## src/rtl/pipeline_hazard_ctrl.sv

```systemverilog
// Stall/flush/forward/branch-select sequencer for the 5-stage pipeline with a debug halt/drain/step FSM.
// Optional perf counters (stall_cnt, flush_cnt) are built when HAZARD_PERF_EN is defined.
module pipeline_hazard_ctrl #(
  parameter int ADDR_W       = 4,
  parameter int DRAIN_CYCLES = 3
`ifdef HAZARD_PERF_EN
  , parameter int CNT_W      = 16
`endif
) (
  input  logic              clk,
  input  logic              reset,
  input  logic [ADDR_W-1:0] srcAdd1,
  input  logic [ADDR_W-1:0] srcAdd2,
  input  logic              useSrc2,
  input  logic [ADDR_W-1:0] destAddE,
  input  logic              RegWriteE,
  input  logic              MemToRegE,
  input  logic [ADDR_W-1:0] destAddM,
  input  logic              RegWriteM,
  input  logic              branchTakenD,
  input  logic              halt_req,
  input  logic              step,
  output logic              enF,
  output logic              enD,
  output logic              flushE,
  output logic              flushD,
  output logic              branchSel,
  output logic              forwardA,
  output logic              forwardB,
  output logic              halted
`ifdef HAZARD_PERF_EN
  , output logic [CNT_W-1:0] stall_cnt,
  output logic [CNT_W-1:0]   flush_cnt
`endif
);

  localparam int DCNT_W = $clog2(DRAIN_CYCLES + 1);

  typedef enum logic [1:0] {
    RUN    = 2'd0,
    DRAIN  = 2'd1,
    HALTED = 2'd2,
    STEP   = 2'd3
  } state_t;

  state_t            state_r;
  state_t            state_s;
  logic [DCNT_W-1:0] dcnt_r;
  logic [DCNT_W-1:0] dcnt_s;
  logic              halted_r;
  logic              stall_s;
  logic              branch_ok_s;
  logic              m_a_s;
  logic              m_b_s;
  logic              haz_s;
  logic              branch_s;

  // Only an E-stage ALU result is forwarded; M-stage producers must wait for the W write.
  assign m_a_s = (srcAdd1 == destAddE);
  assign m_b_s = useSrc2 & (srcAdd2 == destAddE);
  assign haz_s = (RegWriteE & MemToRegE & (m_a_s | m_b_s)) |
                 (RegWriteM & ((srcAdd1 == destAddM) | (useSrc2 & (srcAdd2 == destAddM))));

  assign forwardA  = RegWriteE & ~MemToRegE & m_a_s;
  assign forwardB  = RegWriteE & ~MemToRegE & m_b_s;
  assign enF       = ~stall_s;
  assign enD       = ~stall_s;
  assign flushE    = stall_s;
  assign branch_s  = branchTakenD & ~haz_s & branch_ok_s;
  assign branchSel = branch_s;
  assign flushD    = branch_s;
  assign halted    = halted_r;

  // Next-state, drain count and stall decision.
  always_comb begin
    state_s     = state_r;
    dcnt_s      = dcnt_r;
    stall_s     = 1'b0;
    branch_ok_s = 1'b0;
    case (state_r)
      RUN: begin
        stall_s     = haz_s;
        branch_ok_s = 1'b1;
        if (halt_req) begin
          state_s = DRAIN;
          dcnt_s  = DCNT_W'(DRAIN_CYCLES);
        end else begin
          state_s = RUN;
        end
      end
      DRAIN: begin
        stall_s = 1'b1;
        dcnt_s  = dcnt_r - DCNT_W'(1);
        // <= also catches a zero count so the drain can never wedge.
        if (dcnt_r <= DCNT_W'(1)) begin
          state_s = HALTED;
        end else begin
          state_s = DRAIN;
        end
      end
      HALTED: begin
        stall_s = 1'b1;
        if (!halt_req) begin
          state_s = RUN;
        end else if (step) begin
          state_s = STEP;
        end else begin
          state_s = HALTED;
        end
      end
      STEP: begin
        branch_ok_s = 1'b1;
        if (haz_s) begin
          stall_s = 1'b1;
          state_s = STEP;
        end else begin
          state_s = DRAIN;
          dcnt_s  = DCNT_W'(DRAIN_CYCLES);
        end
      end
      default: begin
        stall_s = 1'b0;
        state_s = RUN;
      end
    endcase
  end

  // State, drain counter and registered halted flag.
  always_ff @(posedge clk or negedge reset) begin
    if (!reset) begin
      state_r  <= RUN;
      dcnt_r   <= {DCNT_W{1'b0}};
      halted_r <= 1'b0;
    end else begin
      state_r  <= state_s;
      dcnt_r   <= dcnt_s;
      halted_r <= (state_s == HALTED);
    end
  end

`ifdef HAZARD_PERF_EN
  // Saturating counts of stalled-decode cycles and decode flushes.
  always_ff @(posedge clk or negedge reset) begin
    if (!reset) begin
      stall_cnt <= {CNT_W{1'b0}};
      flush_cnt <= {CNT_W{1'b0}};
    end else begin
      if (!enD && (stall_cnt != {CNT_W{1'b1}})) begin
        stall_cnt <= stall_cnt + CNT_W'(1);
      end else begin
        stall_cnt <= stall_cnt;
      end
      if (flushD && (flush_cnt != {CNT_W{1'b1}})) begin
        flush_cnt <= flush_cnt + CNT_W'(1);
      end else begin
        flush_cnt <= flush_cnt;
      end
    end
  end
`endif

endmodule
```

## config.mk

```make
export PLATFORM = sky130hd
export DESIGN_NAME = pipeline_hazard_ctrl
export DESIGN_NICKNAME = d
export VERILOG_FILES = /design/src/rtl/pipeline_hazard_ctrl.sv
export SDC_FILE = /design/constraint.sdc
export NUM_CORES = 1
export LEC_CHECK = 0
export CAP_MARGIN = 10
export CORE_UTILIZATION = 35
export CTS_BUF_LIST = sky130_fd_sc_hd__clkbuf_2
export CTS_CLUSTER_SIZE = 16
export DETAILED_ROUTE_END_ITERATION = 6
export GPL_ROUTABILITY_DRIVEN = 1
export PLACE_DENSITY = 0.76
export SLEW_MARGIN = 20
export SYNTH_ARGS = -nofsm -noshare
export SYNTH_HDL_FRONTEND = slang
export SYNTH_SLANG_ARGS = --single-unit
```

## constraint.sdc

```tcl
create_clock -name clk -period 1.5 [get_ports clk]
set_input_delay 0.15 -clock clk [delete_from_list [all_inputs] [get_ports clk]]
set_output_delay 0.15 -clock clk [all_outputs]
set_load 0.1 [all_outputs]
```

# Word level (Yosys, flattened, before mapping)
# Index checks and enable logic that the tools add are counted.
[word_totals] ff_bits=5 out_inout_bits=8 elab_cells=48
[op_classes] add_sub_neg=1 order_cmp=1 n_eq_ne=10 mux=12 bitwise_logic=16 reduce_logical=5
[ops] cell="4-bit == test" n=4
[ops] cell="1-bit AND" n=10
[ops] cell="2-bit 2-to-1 mux" n=5
[ops] cell="2-bit case mux with 4 select lines" n=1
[ops] cell="2-bit == test, second input constant" n=3
[ops] cell="2-bit case mux with 3 select lines" n=1
[ops] cell="1-bit 2-to-1 mux" n=4
[ops] cell="2-bit != test, second input constant" n=2
[ops] cell="2-bit OR reduction" n=2
[ops] cell="1-bit inverter" n=3
[ops] cell="1-bit OR" n=3
[ops] cell="1-bit case mux with 3 select lines" n=1
[ops] cell="3-bit AND reduction" n=1
[ops] cell="3-bit nonzero test" n=1
[ops] cell="2-bit by 1-bit == test with 1-bit output, second input constant" n=1
[ops] cell="2-bit by 1-bit less-or-equal comparator with 1-bit output, second input constant" n=1
[ops] cell="2-bit zero test" n=1
[ops] cell="2-bit by 1-bit subtractor with 2-bit output, second input constant" n=1

# Longest topological paths before layout
# Gate-level depths: netlist of the first run.
[depth] depth_word=8 mapped_depth=7 depth_no_buf=6

# Least setup slack after synthesis of the first run
# Ideal clock, no wire load.
[synth_timing] path_type="reg2out" startpoint="register state_r[0]" endpoint="output port flushD" t_arrival_ns=3.417 setup_slack_ns=-2.067 stages_incl_launch_ff=6 n_path_buf=1 path_cell_list="dfrtp_1 > inv_1 > ha_1 > nor2_1 > and2_1 > buf_4"
[synth_via] elab_chain_len=4 word_cells_on_any_way=5 classes_between="1 x eq/ne; 1 x mux; 1 x bitwise; 2 x reduce/logical"
[synth_lines] item="start: declaration" line="46" source="state_t state_r;"
[synth_lines] item="start signal: assignment" line="135" source="state_r <= state_s;"
[synth_lines] item="2-bit == test / 2-bit zero test (equally long branches)" line="80" source="case (state_r)"
[synth_lines] item="2-bit OR reduction (no line) (*)"
[synth_lines] item="1-bit 2-to-1 mux (*)" line="80"
[synth_lines] item="1-bit AND (*)" line="69" source="assign branch_s = branchTakenD & ~haz_s & branch_ok_s;"
[synth_lines] item="end: declaration" line="26" source="output logic flushD,"
# Mark *: on every way between the ends. The rest lies on a longest branch, timed or not.

# Worst setup path after layout of the first run
[layout_timing] startpoint="input port srcAdd2[1]" endpoint="output port flushD"
[layout_via] elab_chain_len=8 word_cells_on_any_way=12 classes_between="2 x eq/ne; 10 x bitwise"
[layout_lines] item="start: declaration" line="13" source="input logic [ADDR_W-1:0] srcAdd2,"
[layout_lines] item="4-bit == test (on tied branches)" line="60, 62"
[layout_lines] item="1-bit AND (on tied branches)" line="60, 62"
[layout_lines] item="1-bit OR (on tied branches)" line="61, 62"
[layout_lines] item="1-bit AND (on tied branches)" line="61, 62"
[layout_lines] item="1-bit OR (*)" line="61" source="assign haz_s = (RegWriteE & MemToRegE & (m_a_s | m_b_s)) |"
[layout_lines] item="1-bit inverter (*)" line="69"
[layout_lines] item="1-bit AND (*) (2 in series)" line="69"
# Marked as above.

==> results of run 1 <==
final timing paths:
check	from	end	slack (ps)	cells after the start
max	srcAdd2[1]	flushD	-100	8
min	reset	dcnt_r[0]$_DFFE_PN0P_	140	1
max reg2reg	state_r[0]$_DFF_PN0_	dcnt_r[0]$_DFFE_PN0P_	-40	4
min reg2reg	dcnt_r[0]$_DFFE_PN0P_	dcnt_r[0]$_DFFE_PN0P_	580	1
max in group asynchronous	reset	state_r[0]$_DFF_PN0_	1180	1
min in group clk	halt_req	state_r[0]$_DFF_PN0_	560	3
cell type report:
class | count | area, µm² | area share (%)
Clock buffer | 4 | 20.0 | 1.72
Inverter | 8 | 30.0 | 2.58
Multi-Input combinational cell | 52 | 482 | 41.3
Sequential cell | 5 | 125 | 10.7
Tap cell | 16 | 20.0 | 1.72
Timing Repair Buffer | 50 | 489 | 42.0
layer usage:
layer / vias to the layer above / global-route usage [%] / routed length, µm
li1: 332 / - / -
met1: 312 / 18.8 / 611
met2: 30 / 37.8 / 935
met3: 6 / 0 / 79
met4: 0 / 11.3 / 46
met5: - / 0 / 0
power by group through the flow:
stage               registers [W]  clock network (W)  logic [W]
finish                   0.000239           0.000127    0.00201
global route             0.000242           0.000134    0.00208
floorplan                0.000283                  0    0.00126
CTS                      0.000234           0.000134    0.00201
detailed placement       0.000241                  0    0.00196
global placement         0.000242                  0    0.00192
cell usage after synthesis:
cell type	number	area, µm²
mux2i_1	1	10.0
a31oi_1	2	12.5
nor2b_1	2	12.5
dfrtp_1	5	125
mux2_4	1	15.0
a21oi_1	2	10.0
nor3_1	3	15.0
o211ai_2	1	12.5
inv_2	1	3.75
buf_4	2	15.0
nand4_1	1	6.26
nand3_1	2	10.0
xor2_1	6	52.6
a221o_1	1	10.0
nor2_1	4	15.0
xnor2_1	7	61.3
o22ai_1	1	6.26
a221o_2	1	11.3
nand2_1	5	18.8
o2111ai_1	1	8.76
nand2b_1	1	6.26
inv_1	7	26.3
and2_1	1	6.26
ha_1	6	75.1
nand3b_1	1	7.51
o32a_1	1	10.0
o21ai_0	1	5.00
metrics by stage:
step | area, µm² | hold WS, ps | setup WS [ps]
2_1_floorplan | 611 | -146 | -533
3_3_place_gp | 1090 | 377 | -525
3_5_place_dp | 1090 | 384 | -567
4_1_cts | 1130 | 136 | -104
5_1_grt | 1170 | 150 | -138
6_report | 1170 | 143 | -99.3
state kept, by name, indices dropped and copies added (netlist names):
name / cells
state_r: 2
halted: 1
dcnt_r: 2
critical path, cell delays in order:
cell      delay [ps]
buf_8            100
nor2b_4          110
a221o_1          260
o32a_1           310
o211ai_2         110
nor2_4            70
and2_4           160
buf_12           160
what timing repair did:
| action | in CTS | in global routing |
|---|---|---|
| gates resized for setup | 80 | 10 |
| buffers inserted | 7 | 0 |
| pin swaps | 15 | 7 |
| endpoints found under the setup margin | 10 | 9 |
logic make-up after synthesis:
group | count (synthesis) | share of synthesized area [%]
buffers and inverters | 10 | 7.93
and+or+nand+nor | 20 | 17.2
AOI/OAI and AO/OA | 11 | 15.2
muxes | 2 | 4.40
adders and majority gates | 6 | 13.2
xor gates and xnor gates | 13 | 20.0
DFF | 5 | 22.0
==> impl_metrics.py, run 1 <==
metrics = {
    "outcome": {
        "status": "complete, but fails checks",
        "violations": "negative setup slack",
    },
    "logic_synthesis": {
        "ys.warnings.count": 0,
        "yosysSeqAreaShare_pct": 22.0,
        "ys_ff_latch": 5,
        "syn_avg_cell_area_um2": 8.48,
        "syn_nets": 98,
        "syn_area_um2": 568,
        "syn_inst": 67,
        "yosysUniqueCellTypes": 27,
    },
    "finish": {
        "final_nets": 151,
        "layout_common_cells": "buf_4 (17), buf_2 (11), buf_12 (8)",
        "utilization_pct": 77.4,
        "final_common_cell": "buf_4",
        "num_antenna_cells": 0,
        "fin_cells": 135,
        "drive_above_1_share_pct": 55.5,
        "fillers": 103,
        "syn_to_final_growth_pct": 105,
    },
    "floorplanning": {
        "die_area_mm2": 0.00179,
        "pin_count": 33,
        "initial_core_util_pct": 37.7,
        "die_h_um": 42.3,
        "core_area_mm2": 0.00151,
        "rows": 14,
        "die_width_um": 42.3,
    },
    "sta": {
        "hold_viol": 0,
        "fin_crit_ps": 1600,
        "slew_viol_final": 0,
        "worstMarginPinSlew_ps": 223,
        "fmax_ghz": 0.625,
        "skew_ps": 2.05,
        "worst_slack_ps": -99.3,
        "relSlewSlack_pct": 85.1,
        "rsz0062_at_grt": "yes",
        "period_share_pct": 107,
        "setup_viol": 6,
        "tns_ps": -478,
    },
    "power_and_ir_drop": {
        "p_total_w": 0.00238,
        "combPwrFrac_pct": 84.6,
        "intPower_w": 0.00107,
        "leakagePower_nw": 0.564,
        "power.density_mw_per_mm2": 2040,
        "p_seq_share_pct": 10.1,
        "netSwitchingPower_w": 0.00130,
        "pwr-share-clk_pct": 5.3,
        "peakVddDrop_mv": 1.59,
        "sw_frac_of_total_pct": 54.9,
    },
    "global_routing": {
        "grt_max_degree": 6,
        "track_usage_pct": 18.8,
        "grt_pass1_wl_um": 2590,
        "antenna_found_initial": 0,
        "overflow": 0,
        "grt_pass1_vias": 683,
    },
    "clock_network": {
        "cts_tree": "yes",
        "cts.sink_count": 5,
        "clk_pin_slew_ps": 60,
        "numCtsBuffers": 3,
        "cts.htree.levels": 1,
        "clkLatencyLatePin_ps": 210,
        "cts-hold-fix-buffers": 0,
        "clockRootBuffer": "clkbuf_2",
        "cts_max_path_buffers": 2,
    },
    "setup_path": {
        "path_class": "input pin to output pin",
        "crit_arrival_ps": 1450,
        "path_max_fanout": 3,
        "cp-end-kind": "output pin",
        "start_kind": "input pin",
        "worst_ep_required_time_ps": 1350,
    },
    "detailed_routing": {
        "drtIter0Drc": 10,
        "drtPass1Iterations": 4,
        "drc": 0,
        "ant_nets": 0,
        "viasPerCell": 5.04,
        "wirelength_um": 1670,
        "num_vias": 680,
        "post_drt_wl_per_cell_um": 12.4,
    },
    "place": {
        "portBuffers": 32,
        "dp_hpwl_um": 1290,
        "gp_routability_congestion": 0.824,
        "dpl.cell_count": 124,
    },
    "run": {
        "maxCapViolCount": 0,
    },
    "min_path": {
        "hold_class": "input pin to asynchronous set/reset pin",
    },
}
No activity file was read; power rests on OpenSTA's default activity.
==> run 2, diff against run 1 <==
ABC_AREA = 1   (was default)
CORE_UTILIZATION = 37   (was 35)
CTS_CLUSTER_SIZE = 30   (was 16)
==> run 2 against run 1 <==
The flow finishes with violations (design-rule violations, negative setup slack). Via count rose by 19%. Sequential share of layout area fell by 0.58 points. Core utilization shrank 0.093 points. Final cell count is 37% higher. Hold slack lost 14 ps. Clock skew up 5.2 ps. Synthesized cell count increased by 72%. Wire length up 6.8%. Critical path type is now register to output pin. Critical endpoint unchanged. Largest power group unchanged. Highest routed layer unchanged.
==> impl_metrics.py, run 2 <==
metrics = {
    "floorplanning": {
        "pin_count": 33,
        "rows": 14,
        "die_area_mm2": 0.00197,
        "die_h_um": 44.3,
        "initial_core_util_pct": 41.6,
        "core_area_mm2": 0.00159,
        "die_width_um": 44.3,
    },
    "setup_path": {
        "path_max_fanout": 2,
        "reg2reg_depth": 5,
        "worst_ep_required_time_ps": 1350,
        "crit_start": "state_r[1]$_DFF_PN0_",
        "r2r-end": "halted$_DFF_PN0_",
        "rrSetupSlack_ps": 170,
        "crit_arrival_ps": 1490,
        "reg2reg_from": "state_r[1]$_DFF_PN0_",
        "crit_family": "flip-flops",
        "path_class": "register to output pin",
        "critPathSlowestCell": "dfrtp_1",
        "cp-end-kind": "output pin",
        "crit_chain": "inv_2 -> ha_4 -> nor2_4 -> inv_8 -> nor2_4 -> buf_12",
        "cp_common_cell": "nor2_4",
        "cp_num_buf_inv": 3,
        "slowest_delay_ps": 410,
        "start_kind": "register",
    },
    "global_routing": {
        "track_usage_pct": 19.2,
        "antenna_found_initial": 0,
        "grt_pass1_wl_um": 2830,
        "grt_max_degree": 6,
        "overflow": 0,
        "grt_pass1_vias": 724,
    },
    "finish": {
        "syn_to_final_growth_pct": 85.8,
        "multi_input_area_um2": 513,
        "drive_above_1_share_pct": 38.5,
        "fillers": 119,
        "num_antenna_cells": 0,
        "final_nets": 193,
        "utilization_pct": 77.3,
        "seq_area_um2": 125,
        "layout_common_cells": "nand2_1 (34), inv_1 (17), buf_4 (13)",
        "final_common_cell": "nand2_1",
    },
    "detailed_routing": {
        "wirelength_um": 1790,
        "ant_nets": 0,
        "drtPass1Iterations": 6,
        "drtIter0Drc": 18,
        "viasPerCell": 4.38,
        "drc": 1,
        "post_drt_wl_per_cell_um": 9.65,
        "num_vias": 810,
    },
    "logic_synthesis": {
        "syn_area_um2": 663,
        "syn_nets": 146,
        "synthFlopType": "dfrtp_1",
        "ys.warnings.count": 0,
        "yosysSeqAreaShare_pct": 18.9,
        "syn_inst": 115,
        "ys_ff_latch": 5,
        "synth-edff-count": 0,
        "syn_avg_cell_area_um2": 5.77,
        "yosys-top-cells-area": "nand2_1 (23%), dfrtp_1 (19%), inv_1 (13%)",
        "yosysUniqueCellTypes": 16,
        "yosys.area.top_type_share_pct": 22.6,
        "synth_top_area_cell": "nand2_1",
        "synthTopCellsByCount": "nand2_1 (40), inv_1 (23), nor2_1 (12)",
        "ys_async_sr_fraction_pct": 100,
        "post-synth-top-count-cell": "nand2_1",
    },
    "run": {
        "maxCapViolCount": 0,
    },
    "power_and_ir_drop": {
        "pwr-share-clk_pct": 4.9,
        "intPower_w": 0.00115,
        "sw_frac_of_total_pct": 57.1,
        "leakagePower_nw": 0.697,
        "p_seq_share_pct": 9.7,
        "combPwrFrac_pct": 85.4,
        "peakVddDrop_mv": 3.84,
        "power.density_mw_per_mm2": 2170,
        "netSwitchingPower_w": 0.00153,
    },
    "sta": {
        "period_share_pct": 109,
        "rsz0062_at_grt": "yes",
        "worst_slack_ps": -140,
        "hold_viol": 0,
        "relSlewSlack_pct": 81.3,
        "tns_ps": -533,
        "skew_ps": 7.30,
        "fin_crit_ps": 1640,
        "setup_viol": 5,
        "fmax_ghz": 0.610,
        "worstMarginPinSlew_ps": 280,
        "slew_viol_final": 0,
    },
    "clock_network": {
        "clk_pin_slew_ps": 60,
        "clockRootBuffer": "clkbuf_2",
        "clkLatencyLatePin_ps": 230,
        "cts.htree.levels": 1,
        "cts-hold-fix-buffers": 0,
        "cts.sink_count": 5,
        "cts_tree": "yes",
        "numCtsBuffers": 3,
        "cts_max_path_buffers": 2,
    },
    "place": {
        "dp_slack_ps": -373,
        "portBuffers": 32,
        "dp_hpwl_um": 1350,
        "gp_routability_congestion": 0.840,
    },
    "min_path": {
        "hold_class": "input pin to asynchronous set/reset pin",
    },
    "outcome": {
        "status": "complete, but fails checks",
        "violations": "design-rule violations, negative setup slack",
    },
}
[run 2: cell types whose count changed after synthesis, sizes merged, moves of 2 or more]
| cell | delta |
|---|---|
| xnor2 | -6 |
| a221o | -2 |
| nor2b | -2 |
| nand2 | +38 |
| a31oi | -2 |
| nor2 | +11 |
| nand3 | +5 |
| inv | +16 |
[run 2: power by group through the flow]
| stage | sequential, W | clock (W) | combinational [W] |
|---|---|---|---|
| 2_1_floorplan | 0.000330 | 0 | 0.00142 |
| 3_3_place_gp | 0.000267 | 0 | 0.00216 |
| 3_5_place_dp | 0.000268 | 0 | 0.00219 |
| 4_1_cts | 0.000258 | 0.000133 | 0.00228 |
| 5_1_grt | 0.000268 | 0.000142 | 0.00239 |
| 6_report | 0.000261 | 0.000131 | 0.00228 |
[run 2: layer usage]
layer	GRT usage, %	share of wire, %
met1	23.6	41
met2	33.5	53
met3	4.08	5.3
met4	5.45	0.56
met5	0	0
[run 2: worst max path at each step]
stage / endpoint / slack (ps) / depth (start not counted)
after global placement: flushD / -350 / 11
final: flushD / -140 / 6
after CTS: flushD / -110 / 6
after detailed placement: flushD / -370 / 12
after floorplan: flushD / -920 / 6
after global routing: flushD / -190 / 13
[run 2: area by class of cell]
type	count	area share, %
multi-input cells	84	41.6
repair buffers	44	36.2
flip-flops and latches	5	10.2
inverters	24	7.92
well taps	24	2.44
clock buffers	4	1.62
[run 2: kinds of logic after synthesis]
logic type                 after synthesis  synth area share, %
buffers and inverters                   26                 15.8
AOI/OAI and AO/OA                        5                 4.15
adders and majority gates                6                 11.3
xor gates and xnor gates                 6                 7.92
DFF                                      5                 18.9
and+or+nand+nor                         67                 41.9
[run 2: stage by stage]
| step | area (µm²) | hold WS [ps] | power (W) | cells |
|---|---|---|---|---|
| 2_1_floorplan | 722 | -146 | 0.00176 | 115 |
| 3_3_place_gp | 1170 | 376 | 0.00243 | 175 |
| 3_5_place_dp | 1170 | 383 | 0.00246 | 175 |
| 4_1_cts | 1220 | 134 | 0.00267 | 184 |
| 5_1_grt | 1230 | 145 | 0.00280 | 185 |
| 6_report | 1230 | 130 | 0.00267 | 185 |
[run 2: what timing repair did]
| item | in CTS | in global routing |
|---|---|---|
| setup endpoints to repair | 7 | 6 |
| pin swaps | 12 | 18 |
| resized for setup | 40 | 37 |
| setup buffers | 5 | 1 |
[run 2: worst reg2reg max path, stage by stage, from the launching register on]
cell	delay, ps
dfrtp_1	400
inv_2	80
buf_4	140
ha_1	220
a22oi_1	250
a21oi_1	120
